===== src/rtl/fp32_pkg.sv =====
// Shared types and constants for the binary32 arithmetic unit.
package fp32_pkg;

    typedef enum logic [1:0] {
        OP_ADD = 2'b00,
        OP_SUB = 2'b01,
        OP_MUL = 2'b10,
        OP_CMP = 2'b11
    } op_e;

    typedef enum logic [1:0] {
        CMP_EQ = 2'b00,
        CMP_GT = 2'b01,
        CMP_LT = 2'b10,
        CMP_UN = 2'b11
    } cmp_e;

    localparam int          EXP_BIAS = 127;
    localparam logic [7:0]  EXP_MAX  = 8'hFF;
    localparam logic [31:0] QNAN     = 32'h7FC00000;
    localparam logic [31:0] POS_INF  = 32'h7F800000;
    localparam logic [31:0] NEG_INF  = 32'hFF800000;

    typedef struct packed {
        logic        sign;
        logic [7:0]  exp;
        logic [22:0] frac;
    } fp32_t;

endpackage


===== src/rtl/fp32_round_pack.sv =====
// Normalizes a 48-bit magnitude, rounds to nearest-even and packs a binary32
// word, flagging overflow to infinity and flush-to-zero underflow.
module fp32_round_pack
    import fp32_pkg::*;
(
    input  logic              sign_in,
    input  logic signed [9:0] exp_in,
    input  logic [47:0]       mant_in,
    output logic [31:0]       result,
    output logic              overflow,
    output logic              underflow
);

    // exp_in is the biased exponent of the value whose unit bit is mant_in[46]
    logic [5:0]        lzc;
    logic [47:0]       norm;
    logic signed [9:0] exp_norm;
    logic signed [9:0] exp_rnd;
    logic              guard;
    logic              round_bit;
    logic              sticky;
    logic              round_up;
    logic [24:0]       mant_rnd;

    always_comb begin
        lzc = 6'd0;
        for (int i = 0; i < 48; i++) begin
            if (mant_in[i]) begin
                lzc = 6'(47 - i);
            end
        end
    end

    always_comb begin
        norm      = mant_in << lzc;
        exp_norm  = exp_in + 10'sd1 - $signed({4'b0, lzc});
        guard     = norm[23];
        round_bit = norm[22];
        sticky    = |norm[21:0];
        round_up  = guard & (round_bit | sticky | norm[24]);
        mant_rnd  = {1'b0, norm[47:24]} + {24'b0, round_up};
        exp_rnd   = mant_rnd[24] ? exp_norm + 10'sd1 : exp_norm;

        result    = {sign_in, 31'b0};
        overflow  = 1'b0;
        underflow = 1'b0;
        if (mant_in != 48'b0) begin
            if (exp_rnd >= 10'sd255) begin
                result   = {sign_in, POS_INF[30:0]};
                overflow = 1'b1;
            end else if (exp_rnd <= 10'sd0) begin
                underflow = 1'b1;
            end else begin
                // a rounding carry leaves the fraction all-zero, so [22:0] is right either way
                result = {sign_in, exp_rnd[7:0], mant_rnd[22:0]};
            end
        end
    end

endmodule


===== src/rtl/fp32_arith_unit.sv =====
// Registered binary32 add/sub/mul/compare unit with 1-cycle latency.
// Optional FPU_STICKY_FLAGS_EN adds accumulated {exception, overflow, underflow}.
module fp32_arith_unit
    import fp32_pkg::*;
#(
    parameter logic [31:0] CANON_NAN = 32'h7FC00000
) (
    input  logic        CLK,
    input  logic        RESET,
    input  logic        in_valid,
    input  logic [1:0]  op,
    input  logic [31:0] a,
    input  logic [31:0] b,
    output logic        out_valid,
    output logic [31:0] result,
    output logic [1:0]  cmp,
    output logic        exception,
    output logic        overflow,
    output logic        underflow
`ifdef FPU_STICKY_FLAGS_EN
    ,
    output logic [2:0]  sticky_flags
`endif
);

    fp32_t       fa;
    fp32_t       fb;
    logic        a_zero;
    logic        b_zero;
    logic        a_inf_nan;
    logic        b_inf_nan;
    logic        a_nan;
    logic        b_nan;
    logic [23:0] ma;
    logic [23:0] mb;
    logic [30:0] mag_a;
    logic [30:0] mag_b;

    // Denormal operands are treated as signed zero everywhere
    always_comb begin
        fa        = a;
        fb        = b;
        a_zero    = (fa.exp == 8'h00);
        b_zero    = (fb.exp == 8'h00);
        a_inf_nan = (fa.exp == EXP_MAX);
        b_inf_nan = (fb.exp == EXP_MAX);
        a_nan     = a_inf_nan & (fa.frac != 23'b0);
        b_nan     = b_inf_nan & (fb.frac != 23'b0);
        ma        = a_zero ? 24'b0 : {1'b1, fa.frac};
        mb        = b_zero ? 24'b0 : {1'b1, fb.frac};
        mag_a     = a_zero ? 31'b0 : a[30:0];
        mag_b     = b_zero ? 31'b0 : b[30:0];
    end

    logic              sb_eff;
    logic              swap;
    logic              big_sign;
    logic [7:0]        big_exp;
    logic [7:0]        small_exp;
    logic [7:0]        diff;
    logic [47:0]       big_ext;
    logic [47:0]       small_ext;
    logic [47:0]       aligned;
    logic              lost;
    logic [47:0]       add_mant;
    logic              add_sign;
    logic signed [9:0] add_exp;

    // Shifted-out bits of the smaller operand are folded into bit 0 as a sticky bit
    always_comb begin
        sb_eff    = fb.sign ^ (op == OP_SUB);
        swap      = (mag_b > mag_a);
        big_sign  = swap ? sb_eff : fa.sign;
        big_exp   = swap ? fb.exp : fa.exp;
        small_exp = swap ? fa.exp : fb.exp;
        big_ext   = swap ? {1'b0, mb, 23'b0} : {1'b0, ma, 23'b0};
        small_ext = swap ? {1'b0, ma, 23'b0} : {1'b0, mb, 23'b0};
        diff      = big_exp - small_exp;
        if (diff >= 8'd48) begin
            aligned = 48'b0;
            lost    = |small_ext;
        end else begin
            aligned = small_ext >> diff;
            lost    = |(small_ext & ((48'd1 << diff) - 48'd1));
        end
        aligned  = aligned | {47'b0, lost};
        add_mant = (fa.sign == sb_eff) ? big_ext + aligned : big_ext - aligned;
        add_sign = (add_mant == 48'b0) ? (fa.sign & sb_eff) : big_sign;
        add_exp  = $signed({2'b0, big_exp});
    end

    logic [47:0]       mul_mant;
    logic              mul_sign;
    logic signed [9:0] mul_exp;

    always_comb begin
        mul_mant = {24'b0, ma} * {24'b0, mb};
        mul_sign = fa.sign ^ fb.sign;
        mul_exp  = $signed({2'b0, fa.exp}) + $signed({2'b0, fb.exp}) - 10'(EXP_BIAS);
    end

    logic              rp_sign;
    logic signed [9:0] rp_exp;
    logic [47:0]       rp_mant;
    logic [31:0]       rp_result;
    logic              rp_overflow;
    logic              rp_underflow;

    always_comb begin
        rp_sign = (op == OP_MUL) ? mul_sign : add_sign;
        rp_exp  = (op == OP_MUL) ? mul_exp  : add_exp;
        rp_mant = (op == OP_MUL) ? mul_mant : add_mant;
    end

    fp32_round_pack u_round_pack (
        .sign_in   (rp_sign),
        .exp_in    (rp_exp),
        .mant_in   (rp_mant),
        .result    (rp_result),
        .overflow  (rp_overflow),
        .underflow (rp_underflow)
    );

    cmp_e cmp_val;

    // Signed zeros compare equal; infinities order like any other magnitude
    always_comb begin
        if (a_nan | b_nan) begin
            cmp_val = CMP_UN;
        end else if ((mag_a == 31'b0) && (mag_b == 31'b0)) begin
            cmp_val = CMP_EQ;
        end else if (fa.sign != fb.sign) begin
            cmp_val = fa.sign ? CMP_LT : CMP_GT;
        end else if (mag_a == mag_b) begin
            cmp_val = CMP_EQ;
        end else if ((mag_a > mag_b) ^ fa.sign) begin
            cmp_val = CMP_GT;
        end else begin
            cmp_val = CMP_LT;
        end
    end

    logic        out_valid_d, out_valid_q;
    logic [31:0] result_d, result_q;
    logic [1:0]  cmp_d, cmp_q;
    logic        exception_d, exception_q;
    logic        overflow_d, overflow_q;
    logic        underflow_d, underflow_q;

    always_comb begin
        out_valid_d = in_valid;
        result_d    = result_q;
        cmp_d       = cmp_q;
        exception_d = exception_q;
        overflow_d  = overflow_q;
        underflow_d = underflow_q;
        if (in_valid) begin
            exception_d = a_inf_nan | b_inf_nan;
            overflow_d  = 1'b0;
            underflow_d = 1'b0;
            cmp_d       = CMP_EQ;
            if (op == OP_CMP) begin
                result_d = 32'b0;
                cmp_d    = cmp_val;
            end else if (a_inf_nan | b_inf_nan) begin
                result_d = CANON_NAN;
            end else begin
                result_d    = rp_result;
                overflow_d  = rp_overflow;
                underflow_d = rp_underflow;
            end
        end
    end

`ifdef FPU_STICKY_FLAGS_EN
    logic [2:0] sticky_flags_d, sticky_flags_q;

    always_comb begin
        sticky_flags_d = sticky_flags_q;
        if (in_valid) begin
            sticky_flags_d = sticky_flags_q | {exception_d, overflow_d, underflow_d};
        end
    end
`endif

    always_ff @(posedge CLK) begin
        if (RESET) begin
            out_valid_q    <= 1'b0;
            result_q       <= 32'b0;
            cmp_q          <= 2'b0;
            exception_q    <= 1'b0;
            overflow_q     <= 1'b0;
            underflow_q    <= 1'b0;
`ifdef FPU_STICKY_FLAGS_EN
            sticky_flags_q <= 3'b0;
`endif
        end else begin
            out_valid_q    <= out_valid_d;
            result_q       <= result_d;
            cmp_q          <= cmp_d;
            exception_q    <= exception_d;
            overflow_q     <= overflow_d;
            underflow_q    <= underflow_d;
`ifdef FPU_STICKY_FLAGS_EN
            sticky_flags_q <= sticky_flags_d;
`endif
        end
    end

    assign out_valid = out_valid_q;
    assign result    = result_q;
    assign cmp       = cmp_q;
    assign exception = exception_q;
    assign overflow  = overflow_q;
    assign underflow = underflow_q;
`ifdef FPU_STICKY_FLAGS_EN
    assign sticky_flags = sticky_flags_q;
`endif

endmodule


===== config.mk =====
export PLATFORM = sky130hd
export DESIGN_NAME = fp32_arith_unit
export DESIGN_NICKNAME = d
export VERILOG_FILES = /design/src/rtl/fp32_pkg.sv /design/src/rtl/fp32_round_pack.sv /design/src/rtl/fp32_arith_unit.sv
export SDC_FILE = /design/constraint.sdc
export NUM_CORES = 2
export LEC_CHECK = 0
export BUFFER_PORTS_ARGS = -buffer_cell sky130_fd_sc_hd__clkbuf_2
export CAP_MARGIN = 15
export CELL_PAD_IN_SITES_DETAIL_PLACEMENT = 1
export CELL_PAD_IN_SITES_GLOBAL_PLACEMENT = 1
export CORE_ASPECT_RATIO = 0.5
export CORE_MARGIN = 2
export CORE_UTILIZATION = 50
export CTS_CLUSTER_DIAMETER = 40
export CTS_CLUSTER_SIZE = 12
export DETAILED_ROUTE_END_ITERATION = 6
export GPL_TIMING_DRIVEN = 0
export PLACE_DENSITY = 0.8
export REMOVE_ABC_BUFFERS = 1
export SLEW_MARGIN = 20
export SYNTH_ARGS = -nofsm -noshare
export SYNTH_HDL_FRONTEND = slang
export SYNTH_SLANG_ARGS = --single-unit

===== constraint.sdc =====
create_clock -name CLK -period 29.3 [get_ports CLK]
set_input_delay 5.86 -clock CLK [delete_from_list [all_inputs] [get_ports CLK]]
set_output_delay 5.86 -clock CLK [all_outputs]
set_load 0.01 [all_outputs]

=== Yosys cells after proc, flatten, opt, wreduce, memory -nomap -nowiden ===
Index checks and enable logic that the tools add are counted.

* Bits in registers: 38
* Input port bits: 69
* Logic and storage cells: 144

* Add/subtract/negate cells: 10
* $mul: 1
* Magnitude comparators: 5
* Eq/ne operators: 8
* Shift-type cells: 3
* Multiplexer cells: 86
* Bitwise operators: 13
* Reductions and logical operators: 12

{| class="wikitable"
|+ Operator list
! cell !! number
|-
| $mux 6 || 48
|-
| $mux 31 || 5
|-
| $mux 48 || 3
|-
| $reduce_or 48->1 || 2
|-
| $mux 47 || 2
|-
| $mux 32 || 2
|-
| $gt 31x31->1 || 2
|-
| $logic_not 31->1 || 2
|-
| $add 47x48->48 || 1
|-
| $and 47x48->48 || 1
|-
| $logic_not 48->1 || 1
|-
| $mul 24x24->48 || 1
|-
| $mux 24 || 2
|-
| $or 48x1->48 || 1
|-
| $reduce_bool 48->1 || 1
|-
| $shl 1x8->48 const A || 1
|-
| $shl 48x6->48 || 1
|-
| $shr 47x8->48 || 1
|-
| $sub 47x48->48 || 1
|-
| $sub 48x1->48 const B || 1
|-
| $reduce_bool 23->1 || 2
|-
| $eq 31x31->1 || 1
|-
| $add 24x1->25 || 1
|-
| $reduce_or 22->1 || 1
|-
| 22 further kinds || 54
|}

=== Longest topological paths before layout ===
* Depth in word-level cells: 75
* Mapped depth: 87
* Gate-level depth less buffers: 71

=== Cells and area by module ===
Synthesis repeated with hierarchy kept, for this count alone.

* Cell total of the unflattened synthesis: 4692
* Area, all modules: 35868.2 µm²

{| class="wikitable"
|+ Modules (own cells, without submodules)
! module !! times used !! cells an instance !! area an instance (µm²) !! seq. area each (µm²)
|-
| fp32_arith_unit || 1 || 3624 || 28951.5 || 760.7
|-
| fp32_round_pack || 1 || 1068 || 6916.6 || 0.0
|}

=== Worst setup path before layout ===
No wires, ideal clock.

* Path kind: input port to flip-flop
* Start: in a[24]
* End: reg result_q[4] (netlist: result[4])
* Library setup time: 96 ps
* Arrival time: 22815 ps
* Required time: 29204 ps
* Path slack: 6389 ps
* Stages: 81
* Path buffers: 16
* Cells stage by stage: clkbuf_1 -> nor4_1 -> nand2_1 -> clkbuf_1 -> nand2_1 -> inv_1 -> ha_1 -> or4_1 -> or3_1 -> a31oi_2 -> o31ai_2 -> nand2_1 -> buf_4 -> clkbuf_4 -> buf_2 -> buf_1 -> buf_1 -> mux2i_1 -> [... 45 more ...] -> buf_2 -> buf_4 -> ha_1 -> ha_1 -> fa_1 -> a21o_1 -> a21oi_1 -> o21bai_1 -> a21oi_1 -> xnor2_1 -> nor2_1 -> nand3_1 -> or4_1 -> o21a_1 -> or2_1 -> a2bb2oi_2 -> buf_6 -> o41ai_2

* Word-level cells in the longest chain between the ends: 75

{| class="wikitable"
|+ RTL lines
! element !! line !! RTL
|-
| from (decl) || fp32_arith_unit.sv:12 || <nowiki>input logic [31:0] a,</nowiki>
|-
| $logic_not 8->1 || fp32_arith_unit.sv:43 || <nowiki>a_zero = (fa.exp == 8'h00);</nowiki>
|-
| $mux 31 || fp32_arith_unit.sv:51 || <nowiki>mag_a = a_zero ? 31'b0 : a[30:0];</nowiki>
|-
| $gt 31x31->1 || fp32_arith_unit.sv:72 || <nowiki>swap = (mag_b > mag_a);</nowiki>
|-
| $mux 8 (on tied branches) || fp32_arith_unit.sv:74, fp32_arith_unit.sv:75 ||
|-
| $sub 8x8->8 || fp32_arith_unit.sv:78 || <nowiki>diff = big_exp - small_exp;</nowiki>
|-
| $shl 1x8->48 || fp32_arith_unit.sv:84 || <nowiki>lost = |(small_ext & ((48'd1 << diff) - 48'd1));</nowiki>
|-
| $sub 48x1->48 || fp32_arith_unit.sv:84 ||
|-
| $and 47x48->48 || fp32_arith_unit.sv:84 ||
|-
| [... 59 more ...] || - ||
|-
| $add 24x1->25 || fp32_round_pack.sv:41 || <nowiki>mant_rnd = {1'b0, norm[47:24]} + {24'b0, round_up};</nowiki>
|-
| $mux 10 || fp32_round_pack.sv:42 || <nowiki>exp_rnd = mant_rnd[24] ? exp_norm + 10'sd1 : exp_norm;</nowiki>
|-
| $le 10x1->1 || fp32_round_pack.sv:51 || <nowiki>end else if (exp_rnd <= 10'sd0) begin</nowiki>
|-
| $mux 31 || fp32_round_pack.sv:51 ||
|-
| $mux 31 || fp32_round_pack.sv:48 || <nowiki>if (exp_rnd >= 10'sd255) begin</nowiki>
|-
| $mux 31 || fp32_round_pack.sv:47 || <nowiki>if (mant_in != 48'b0) begin</nowiki>
|-
| $mux 32 * || fp32_arith_unit.sv:165 || <nowiki>end else if (a_inf_nan | b_inf_nan) begin</nowiki>
|-
| $mux 32 * || fp32_arith_unit.sv:162 || <nowiki>if (op == OP_CMP) begin</nowiki>
|-
| to (signal assigned) || fp32_arith_unit.sv:199 || <nowiki>result_q <= result_d;</nowiki>
|-
| to (decl) || fp32_arith_unit.sv:144 || <nowiki>logic [31:0] result_d, result_q;</nowiki>
|}

Mark *: on every way between the ends. The rest lies on a longest branch, timed or not.
A chain may end at the register's enable or synchronous reset.

=== Final worst setup path ===
* Start: in a[24]
* End: reg result_q[3] (netlist: result[3])

The elaborated chain is that of the path after synthesis.

==> summary.log <==
[grt] wire length of the first global-routing pass 249000 um
[yosys] share of cell area taken by muxes after synthesis 4.68%
[floorplan] height of the chip 198 um
[cts] worst skew pair latency 0.28 ns
[sta] final-report setup violation count 0
[worst_setup_path] Crit Path Class input pin to register
[yosys] combinational family with the most area after synthesis adder cells
[route] via/cell ratio 6.67
[layout] Layout Nets 5545
[yosys] Main synth FF type dfxtp_1
[cts] CTS hold repair buffers 0
[layout] non-filler instance count after layout 5719
[route] Initial DRC Count 4174
[worst_setup_path] family with the most delay on the worst path compound AO/OA/AOI/OAI gates
[cts] number of buffers created by CTS 5
[floorplan] die width 391 um
[cts] cell at the root of the clock tree clkbuf_16
[cts] TritonCTS clock tree done
[layout] fraction of final layout cells with drive strength greater than 1 7.86%
[grt] total global routing overflow 0
[yosys] register area share after synthesis 2.03%
[yosys] share of synthesized cell area in and, or, nand and nor gates 25.6%
[yosys] compound-cell area share of the yosys netlist 19.1%
[worst_setup_path] slowest stage cell, crit path a2111oi_1
[yosys] number of enable-type register cells in the synthesized netlist 0
[cts] clk slew on worst S/H paths 0.05 ns
[layout] post-synthesis to final-layout area growth 3.94%
[cts] Clock Path Buffers 2
[yosys] Post-Syn Area 37500 sq um
[floorplan] area of the core region 73700 sq um
[sta] fin crit period 28.14 ns
[outcome] status finished clean
[sta] final clock period utilization by the worst path 96.0%
[worst_setup_path] library cell appearing most often on the critical path ha_1
[route] antenna violation net count after detailed routing 0
[grt] initial antenna violation count 8
[cts] H-tree depth 2
[placed_design] GPL Wtd Cong 1.04
[run] number of max-capacitance violations reported 0
[placed_design] DPL Wire Length 132000 um
[floorplan] row count 70
[worst_setup_path] number of buffer and inverter stages on the critical path 10
[grt] largest net degree at the start of global routing 71
[min_path] worst hold-check path type register to register
[sta] max-slew violation total from the final report 0
[placed_design] count of placed standard cells including taps 5696
[worst_setup_path] type of destination of the critical path register
[placed_design] Port Buf Inserts 106
[grt] Total Routing Usage GR 42.5%
[sta] Fin. Hold Viols 0
[route] count of unresolved DRC violations after routing 0
[yosys] parity-gate share of the synthesized area counting xor and xnor cells 2.92%
[floorplan] Ports 107
[sta] maximum clock frequency 35.5 MHz
[yosys] Avg Inst Size Synth 7.76 sq um
[sta] Max-slew headroom 15.2%
[worst_setup_path] data required time at the worst endpoint 29.43 ns
[route] detailed-route via count 38200
[yosys] asr flop ratio synth 0%
[yosys] count of cell types in the netlist 135
[yosys] Post-Synth Adder-Cell Area 35.4%
[route] iteration count of the initial detailed-routing pass 5
[sta] setup repair after global routing missed its margin no
[worst_setup_path] Crit Path Max Fanout 70
[cts] number of clock sinks 38
[floorplan] area of the die 77300 sq um
[sta] largest clock skew in the final design 0 ns
[route] routed length per instance 28.8 um
[floorplan] starting density of the core 50.9%
[worst_setup_path] critical path arrival 28.27 ns
[yosys] gate count after technology mapping 4832
[yosys] register bit total from synthesis 38
[route] drt total wl 165000 um
[yosys] Yosys warnings 0
[grt] vias in the first global route 39900
[worst_setup_path] delay of the slowest cell on the worst path 0.83 ns
[sta] pin slew with the least headroom to its limit 1.26 ns
[worst_setup_path] CP startpoint kind input pin
==> cells in the final DEF, fill, tap and decap left out, types with 14 or more instances in the layout <==
master / n
inv_1: 664
and3_2: 15
fa_1: 485
dfxtp_1: 38
nor2_1: 261
xnor2_1: 85
or4_1: 19
and3_1: 83
nor3_1: 103
a21oi_1: 211
mux2_2: 34
a211oi_1: 38
o211ai_1: 58
ha_1: 283
and2_1: 516
o221ai_1: 15
a21o_1: 55
a31oi_1: 40
o31ai_1: 32
mux4_2: 19
o21a_1: 29
mux2i_1: 90
o41ai_2: 15
xor2_1: 33
nand3_1: 148
clkbuf_2: 106
a22oi_1: 24
or3_1: 33
o21bai_1: 17
or2_2: 22
o21ai_0: 192
a211o_1: 14
nand4_1: 45
nor4_1: 42
nand2_1: 347
nor2b_1: 30
nand2b_1: 33
o22ai_1: 48
o21ai_1: 20
==> worst min-delay path: stages (launching register included) <==
cell     delay (ns)
dfxtp_1        0.32
nand2_1        0.05
o41ai_1        0.06
==> flip-flops by register name, indices dropped and copies added (netlist names) <==
register	flops
cmp	2
exception	1
out_valid	1
overflow	1
result	32
underflow	1
==> area by class of cell <==
| class | instances | area (sq um) |
|---|---|---|
| Multi-Input combinational cell | 3845 | 33100 |
| Timing Repair Buffer | 144 | 1120 |
| Antenna cell | 5 | 12.5 |
| Sequential cell | 38 | 761 |
| Tap cell | 1008 | 1260 |
| Inverter | 671 | 2520 |
| Clock inverter | 1 | 30.0 |
| Clock buffer | 7 | 133 |
| Fill cell | 9094 | 34700 |
==> metal layers <==
layer | part of all wire, % | global-route usage, %
met4 | 3.7 | 14.8
met3 | 12 | 11.5
met1 | 41 | 57.1
met5 | 0.027 | 0
met2 | 43 | 65.9
==> synthesized netlist by cell type, types with 58 or more instances <==
master,count,area (sq um)
inv_1,664,2490
and2_1,517,3230
fa_1,485,9710
nand2_1,351,1320
ha_1,286,3580
nor2_1,263,987
a21oi_1,211,1060
o21ai_0,193,966
clkbuf_1,185,694
nand3_1,148,741
nor3_1,106,531
and3_1,98,613
mux2i_1,90,901
xnor2_1,87,762
o211ai_1,58,435
==> through the flow <==
stage / instance area (sq um) / hold WS [ns] / worst slack [ns] / util (%) / setup TNS, ns
CTS: 38800 / 0.470 / 0.184 / 52.7 / 0
finish: 39000 / 0.467 / 1.16 / 52.9 / 0
global route: 39000 / 0.484 / 0.0326 / 52.9 / 0
global placement: 37900 / 0.434 / -8.74 / 51.5 / -280.47
detailed placement: 38700 / 0.446 / -0.00269 / 52.5 / -0.00269
floorplan: 36200 / 0.470 / 2.19 / - / 0
==> logic make-up after synthesis <==
family / after synthesis
AO/OA/AOI/OAI: 1017
XOR/XNOR: 122
adder cells (fa/ha/maj): 771
buffers and inverters: 950
flip-flops: 38
multiplexers: 147
AND/OR/NAND/NOR: 1787
==> final timing paths <==
kind	cells after the start	to	from	slack [ns]
min reg2reg	2	result[3]$_SDFFE_PP0P_	result[3]$_SDFFE_PP0P_	0.47
min	2	result[3]$_SDFFE_PP0P_	result[3]$_SDFFE_PP0P_	0.47
max reg2reg	1	result[26]$_SDFFE_PP0P_	result[26]$_SDFFE_PP0P_	28.54
max	70	result[3]$_SDFFE_PP0P_	a[24]	1.16
==> repair_timing <==
| item | 4_1_cts | 5_1_grt |
|---|---|---|
| endpoints found under the hold margin | 0 | 0 |
| endpoints found under the setup margin | 0 | 33 |
| resized for setup | 0 | 7 |
| buffers inserted | 0 | 9 |
Power is not shown: default switching activity piles up to over one toggle a cycle in this logic, so the estimate is an artifact.
